--- config.mk ---
export PLATFORM = sky130hd
export DESIGN_NAME = pattern_detect_flat
export DESIGN_NICKNAME = d
export VERILOG_FILES = /design/src/rtl/pattern_detect_pkg.sv /design/src/rtl/pattern_detect_if.sv /design/src/rtl/pattern_detect_chan.sv /design/src/rtl/pattern_detect.sv /design/src/flat_wrapper.sv
export SDC_FILE = /design/constraint.sdc
export NUM_CORES = 1
export LEC_CHECK = 0
export ABC_AREA = 1
export CORE_MARGIN = 3
export CORE_UTILIZATION = 35
export CTS_CLUSTER_SIZE = 25
export DETAILED_ROUTE_END_ITERATION = 12
export DONT_BUFFER_PORTS = 1
export GPL_TIMING_DRIVEN = 0
export SLEW_MARGIN = 0
export SYNTH_ARGS = -nofsm -noshare
export SYNTH_HDL_FRONTEND = slang
export SYNTH_HIERARCHICAL = 1
export SYNTH_SLANG_ARGS = --single-unit
--- constraint.sdc ---
create_clock -name clk -period 1.65 [get_ports clk]
set_clock_uncertainty 0.2 [all_clocks]
set_input_delay 0.4125 -clock clk [delete_from_list [all_inputs] [get_ports clk]]
set_output_delay 0.4125 -clock clk [all_outputs]
set_load 0.03 [all_outputs]
--- src/rtl/pattern_detect_pkg.sv ---
// Shared constants and parameter legality check for the multi-channel pattern detector.
package pattern_detect_pkg;

  localparam int MAX_CHANNELS = 32;
  localparam int MAX_PAT_LEN  = 32;

  localparam logic [3:0] PAT_DEFAULT_4 = 4'b1011;

  function automatic bit params_ok(input int channels, input int pat_len, input int cnt_w);
    return (channels >= 1) && (channels <= MAX_CHANNELS) &&
           (pat_len >= 2) && (pat_len <= MAX_PAT_LEN) &&
           (cnt_w >= 1);
  endfunction

endpackage

--- src/rtl/pattern_detect_if.sv ---
// Sample/config inputs and match outputs of the detector, bundled for one-port hookup.
// Handshake: din is consumed only in cycles where din_vld is 1; there is no ready, the detector always accepts.
interface pattern_detect_if #(
  parameter int CHANNELS = 4,
  parameter int PAT_LEN  = 4,
  parameter int CNT_W    = 8
);
  logic [CHANNELS-1:0]       din;
  logic                      din_vld;
  logic [PAT_LEN-1:0]        pattern;
  logic [PAT_LEN-1:0]        mask;
  logic                      overlap_en;
  logic                      clr;
  logic [CHANNELS-1:0]       match;
  logic [CHANNELS*CNT_W-1:0] match_cnt;
  logic                      any_seen;

  modport master (
    output din, din_vld, pattern, mask, overlap_en, clr,
    input  match, match_cnt, any_seen
  );

  modport slave (
    input  din, din_vld, pattern, mask, overlap_en, clr,
    output match, match_cnt, any_seen
  );
endinterface

--- src/rtl/pattern_detect_chan.sv ---
// One detector lane: history shift register, warm-up fill counter, masked compare,
// registered match pulse and saturating match counter.
module pattern_detect_chan #(
  parameter int PAT_LEN = 4,
  parameter int CNT_W   = 8
) (
  input  logic               clk_i,
  input  logic               rst_i,
  input  logic               clr_i,
  input  logic               din_i,
  input  logic               din_vld_i,
  input  logic [PAT_LEN-1:0] pattern_i,
  input  logic [PAT_LEN-1:0] mask_i,
  input  logic               overlap_en_i,
  output logic               hit_o,
  output logic               match_o,
  output logic [CNT_W-1:0]   cnt_o
);
  localparam int FILL_W = $clog2(PAT_LEN + 1);
  localparam logic [FILL_W-1:0] FILL_MAX  = FILL_W'(PAT_LEN);
  localparam logic [FILL_W-1:0] FILL_LAST = FILL_W'(PAT_LEN - 1);
  localparam logic [CNT_W-1:0]  CNT_MAX   = '1;

  logic [PAT_LEN-1:0] hist_q, hist_d, next_hist;
  logic [FILL_W-1:0]  fill_q, fill_d;
  logic [CNT_W-1:0]   cnt_q, cnt_d;
  logic               match_q;
  logic               warm;
  logic               hit;

  assign next_hist = {hist_q[PAT_LEN-2:0], din_i};
  // Warm when the current sample completes a full window.
  assign warm      = (fill_q >= FILL_LAST);
  assign hit       = din_vld_i & ~clr_i & warm & (((next_hist ^ pattern_i) & mask_i) == '0);

  always_comb begin
    hist_d = hist_q;
    fill_d = fill_q;
    cnt_d  = cnt_q;
    if (din_vld_i) begin
      hist_d = next_hist;
      if (hit && !overlap_en_i) begin
        fill_d = '0;
      end else if (fill_q != FILL_MAX) begin
        fill_d = fill_q + 1'b1;
      end
    end
    if (hit && (cnt_q != CNT_MAX)) begin
      cnt_d = cnt_q + 1'b1;
    end
  end

  always_ff @(posedge clk_i) begin
    if (rst_i || clr_i) begin
      hist_q  <= '0;
      fill_q  <= '0;
      cnt_q   <= '0;
      match_q <= 1'b0;
    end else begin
      hist_q  <= hist_d;
      fill_q  <= fill_d;
      cnt_q   <= cnt_d;
      match_q <= hit;
    end
  end

  assign hit_o   = hit;
  assign match_o = match_q;
  assign cnt_o   = cnt_q;
endmodule

--- src/rtl/pattern_detect.sv ---
// Multi-channel serial pattern detector top: one lane per channel plus a sticky any-match flag.
module pattern_detect
  import pattern_detect_pkg::*;
#(
  parameter int CHANNELS = 4,
  parameter int PAT_LEN  = 4,
  parameter int CNT_W    = 8
) (
  input  logic         clk,
  input  logic         rst,
  pattern_detect_if.slave bus
);
  if (!params_ok(CHANNELS, PAT_LEN, CNT_W)) begin : g_bad_params
    $error("pattern_detect: illegal CHANNELS/PAT_LEN/CNT_W");
  end

  logic [CHANNELS-1:0]       hit;
  logic [CHANNELS-1:0]       match_all;
  logic [CHANNELS*CNT_W-1:0] cnt_all;
  logic                      any_seen_q;

  for (genvar g = 0; g < CHANNELS; g++) begin : g_chan
    pattern_detect_chan #(
      .PAT_LEN (PAT_LEN),
      .CNT_W   (CNT_W)
    ) u_chan (
      .clk_i        (clk),
      .rst_i        (rst),
      .clr_i        (bus.clr),
      .din_i        (bus.din[g]),
      .din_vld_i    (bus.din_vld),
      .pattern_i    (bus.pattern),
      .mask_i       (bus.mask),
      .overlap_en_i (bus.overlap_en),
      .hit_o        (hit[g]),
      .match_o      (match_all[g]),
      .cnt_o        (cnt_all[g*CNT_W +: CNT_W])
    );
  end

  // hit is already suppressed by clr inside each lane.
  always_ff @(posedge clk) begin
    if (rst || bus.clr) begin
      any_seen_q <= 1'b0;
    end else if (|hit) begin
      any_seen_q <= 1'b1;
    end
  end

  assign bus.match     = match_all;
  assign bus.match_cnt = cnt_all;
  assign bus.any_seen  = any_seen_q;
endmodule

--- src/flat_wrapper.sv ---
// flat-port wrapper written by rule: the top's interface ports become plain ports
module pattern_detect_flat import pattern_detect_pkg::*;
#(
  parameter int CHANNELS = 4,
  parameter int PAT_LEN  = 4,
  parameter int CNT_W    = 8
)
  (clk, rst, bus_din, bus_din_vld, bus_pattern, bus_mask, bus_overlap_en, bus_clr, bus_match, bus_match_cnt, bus_any_seen);
  pattern_detect_if #(.CHANNELS(CHANNELS), .PAT_LEN(PAT_LEN), .CNT_W(CNT_W)) bus_i ();
  input  logic clk;
  input  logic rst;
  input wire logic [$bits(bus_i.din)-1:0] bus_din;
  input wire logic [$bits(bus_i.din_vld)-1:0] bus_din_vld;
  input wire logic [$bits(bus_i.pattern)-1:0] bus_pattern;
  input wire logic [$bits(bus_i.mask)-1:0] bus_mask;
  input wire logic [$bits(bus_i.overlap_en)-1:0] bus_overlap_en;
  input wire logic [$bits(bus_i.clr)-1:0] bus_clr;
  output wire logic [$bits(bus_i.match)-1:0] bus_match;
  output wire logic [$bits(bus_i.match_cnt)-1:0] bus_match_cnt;
  output wire logic [$bits(bus_i.any_seen)-1:0] bus_any_seen;
  assign bus_i.din = bus_din;
  assign bus_i.din_vld = bus_din_vld;
  assign bus_i.pattern = bus_pattern;
  assign bus_i.mask = bus_mask;
  assign bus_i.overlap_en = bus_overlap_en;
  assign bus_i.clr = bus_clr;
  assign bus_match = bus_i.match;
  assign bus_match_cnt = bus_i.match_cnt;
  assign bus_any_seen = bus_i.any_seen;
  pattern_detect #(.CHANNELS(CHANNELS), .PAT_LEN(PAT_LEN), .CNT_W(CNT_W)) u_core (.clk(clk), .rst(rst), .bus(bus_i));
endmodule
==> flow_summary.yaml <==
status:
  outcome: "complete, but fails checks"
  violations: "hold timing, setup timing"
synthesis:
  synth_top_area_cell: "dfxtp_1"
  synth_cells: 520
  ys_top_cells_by_count: "nand2_1, dfxtp_1, nand3_1"
  syn_area_per_cell_sq_um: 6.87
  ys_warn_count: 6
  yosysMostFrequentCell: "nand2_1"
  synth_enable_flop_cells: 0
  synth_area_sq_um: 3570
  synth_flop_cell: "dfxtp_1"
  synthTopCellsByArea: "dfxtp_1, nand2_1, nand3_1"
  synthArstFlopShare_pct: 0
  yosys.area.top_type_share_pct: 34.2
  seq_area_frac_synth_pct: 34.2
  ys_types: 21
  syn_nets: 553
  ys_ff_latch: 61
worst_setup_path:
  cpPeakStageDelay_ns: 0.35
  crit_buf_inv: 2
  r2r-end: "u_core/bus.any_seen"
  cp.required_ns: 1.70
  crit_chain: "ha_4 > ha_4 > nor2_2 > nand2_1 > nand2_1 > nor2_2 > and2_4 > buf_8 > nor2_4 > nand3_2 > nand2_1 > inv_1"
  crit_type: "reg2reg"
  crit_fanout: 5
  r2r_slack_ns: -0.12
  cp_slowest_cell: "dfxtp_4"
  crit_arrival_ns: 1.82
  path_delay_family: "simple AND/OR/NAND/NOR gates"
  crit_top_cell: "nand2_1"
  r2r_start: "u_core/g_chan[2].u_chan/fill_q[0]"
  end_kind: "flip-flop"
  critPathLaunchType: "flip-flop"
  r2r_cells: 12
grt:
  grt_pass1_wl_mm: 14.5
  grt_usage_pct: 15.7
  antenna_found_initial: 0
  overflow: 0
  grt_pass1_vias: 3150
  grt_max_degree: 11
finish:
  final_nets: 581
  syn_to_final_growth_pct: 31.7
  n_antenna_cell: 0
  drive_gt1_share_pct: 36.1
  final_util_pct: 47.7
sta:
  hold_viol: 1
  fmax_mhz: 565
  rsz0062_at_grt: "true"
  worst_pin_slew_ns: 0.647
  fin_crit_sh_pct: 107
  fin_hold_ws_ns: -0.00439
  fin_setup_tns_ns: -2.57
  layout_min_cycle_time_ns: 1.77
  setup_viol: 47
  setup_ws_ns: -0.120
  slew_violations: 0
  max_slew_margin_pct: 56.9
worst_hold_path:
  hold_start: "rst"
  hp-class: "in2reg"
  worst_hold_path.endpoint: "u_core/bus.any_seen"
  hold-path-cell-count: 3
die:
  die_h_microns: 107
  die_w_microns: 107
  initial_core_util_pct: 36.2
  die_area_sq_um: 11500
  io_pins: 54
  num_rows: 36
  coreArea_sq_um: 9860
power_and_ir_drop:
  power_density_nw_per_um2: 642
  ir_drop_uv: 265
  totalPowerFinal_mw: 3.02
  leakage_nw: 1.94
route:
  drtIter0Drc: 146
  vias_per_cell: 4.87
  antenna_left: 0
  wl_per_cell_microns: 13.3
  drt_wl_total_mm: 9.14
  route.vias.total: 3338
  dr.pass1.iters: 4
  drcViolationCount: 0
cts:
  worstSkewPairLatency_ns: 0.35
  htreeDepth: 3
  cts_buffers: 9
  root_buffer: "clkbuf_8"
  clock_path_buffers: 2
  cts.sinks: 61
  cts_tree: "yes"
  path_clk_slew_ns: 0.06
place:
  io_buffers: 0
  place_congestion: 0.791
  dp_hpwl_mm: 5.87
flow_run:
  cap_viol_max_count: 0
state kept, by name, indices dropped and copies added (netlist names):
name                          flops
u_core/bus.any_seen               1
u_core/g_chan.u_chan/cnt_o       32
u_core/g_chan.u_chan/fill_q      12
u_core/g_chan.u_chan/hist_q      12
u_core/g_chan.u_chan/match_o      4
metal layers:
| metal | routed length (microns) | global-route usage, % | up-vias |
|---|---|---|---|
| met5 | 0 | 0 | - |
| met4 | 189 | 8.13 | 0 |
| met3 | 358 | 3.43 | 14 |
| met2 | 4810 | 27.0 | 50 |
| met1 | 3780 | 18.2 | 1562 |
| li1 | - | - | 1712 |
report_power, final:
part	internal, mW	switching (mW)	leakage [nW]
sequential	1.47	0.0247	0.515
combinational	0.109	0.172	1.33
clock	0.659	0.584	0.0926
total	2.24	0.780	1.94
kinds of logic (layout without fill, tap and decap cells):
kind of cell             Yosys count  after routing  share of synthesized area (%)
XOR/XNOR                          24             24                           5.88
buffers and inverters             86            118                           9.87
flip-flops                        61             61                           34.2
AO/OA/AOI/OAI                     68             68                           9.52
AND/OR/NAND/NOR                  265            265                           34.9
adder cells (fa/ha/maj)           16             16                           5.60
worst reg2reg max path, delay by kind of cell, from the launching register on:
kind,cells,cell delay (ns)
simple gates,8,0.65
flops,1,0.35
fa+ha+maj,2,0.31
buf+inv,2,0.16
per-stage QoR:
stage          hold WS, ns  cell area, sq um  setup slack (ns)  instances
2_1_floorplan        0.250              3600           -0.0334        520
4_1_cts            -0.0182              4440            -0.125        682
3_3_place_gp         0.262              3770            -0.171        653
5_1_grt            0.00640              4710            -0.215        685
6_report          -0.00439              4710            -0.120        685
3_5_place_dp         0.268              3770            -0.198        653
timing repair:
| item | in CTS | in global routing |
|---|---|---|
| pin swaps | 33 | 42 |
| gates resized for setup | 97 | 58 |
| endpoints found under the hold margin | 1 | 0 |
| cloned | 2 | 2 |
| endpoints found under the setup margin | 49 | 49 |
| buffers inserted | 12 | 2 |
layout by cell type, fill, tap and decap left out:
cell type,instances
a21oi_2,13
xnor2_1,12
clkbuf_8,12
clkbuf_16,2
nor2_1,37
nor3_1,4
o21ai_0,8
nand4_2,4
inv_1,57
clkbuf_1,10
dfxtp_1,26
nor2_2,9
a21oi_1,43
buf_4,11
inv_2,17
nand2_4,11
ha_4,11
nand2_2,9
nor2_4,9
nand2_1,112
o21ai_1,4
ha_1,4
nand3_1,24
nand3_2,38
ha_2,1
xor2_1,12
and2_4,4
buf_8,3
dfxtp_2,19
dfxtp_4,16
clkinv_2,1
buf_6,5
nand3_4,3
nand2_8,1
how the worst max path moves through the flow:
stage / start / end / cells past startpoint / slack, ns
final: u_core/g_chan[2].u_chan/fill_q[0] / u_core/bus.any_seen / 12 / -0.12
after global routing: u_core/g_chan[2].u_chan/fill_q[0] / u_core/bus.any_seen / 12 / -0.21
after CTS: u_core/g_chan[3].u_chan/fill_q[1] / u_core/bus.any_seen / 12 / -0.12
after detailed placement: u_core/g_chan[2].u_chan/fill_q[0] / u_core/bus.any_seen / 12 / -0.20
after global placement: u_core/g_chan[1].u_chan/fill_q[1] / u_core/bus.any_seen / 12 / -0.17
after floorplan: u_core/g_chan[1].u_chan/fill_q[0] / u_core/bus.any_seen / 12 / -0.03
final cells by class:
| cell class | count | area [sq um] |
|---|---|---|
| buffer | 12 | 86.3 |
| clock buffer | 14 | 173 |
| clock inverter | 1 | 5.00 |
| fill | 936 | 5160 |
| inverter | 74 | 278 |
| multi-input combinational | 373 | 2510 |
| sequential | 61 | 1310 |
| tap | 133 | 166 |
| timing repair buffer | 17 | 178 |
Power figures use the tool's default switching activity.
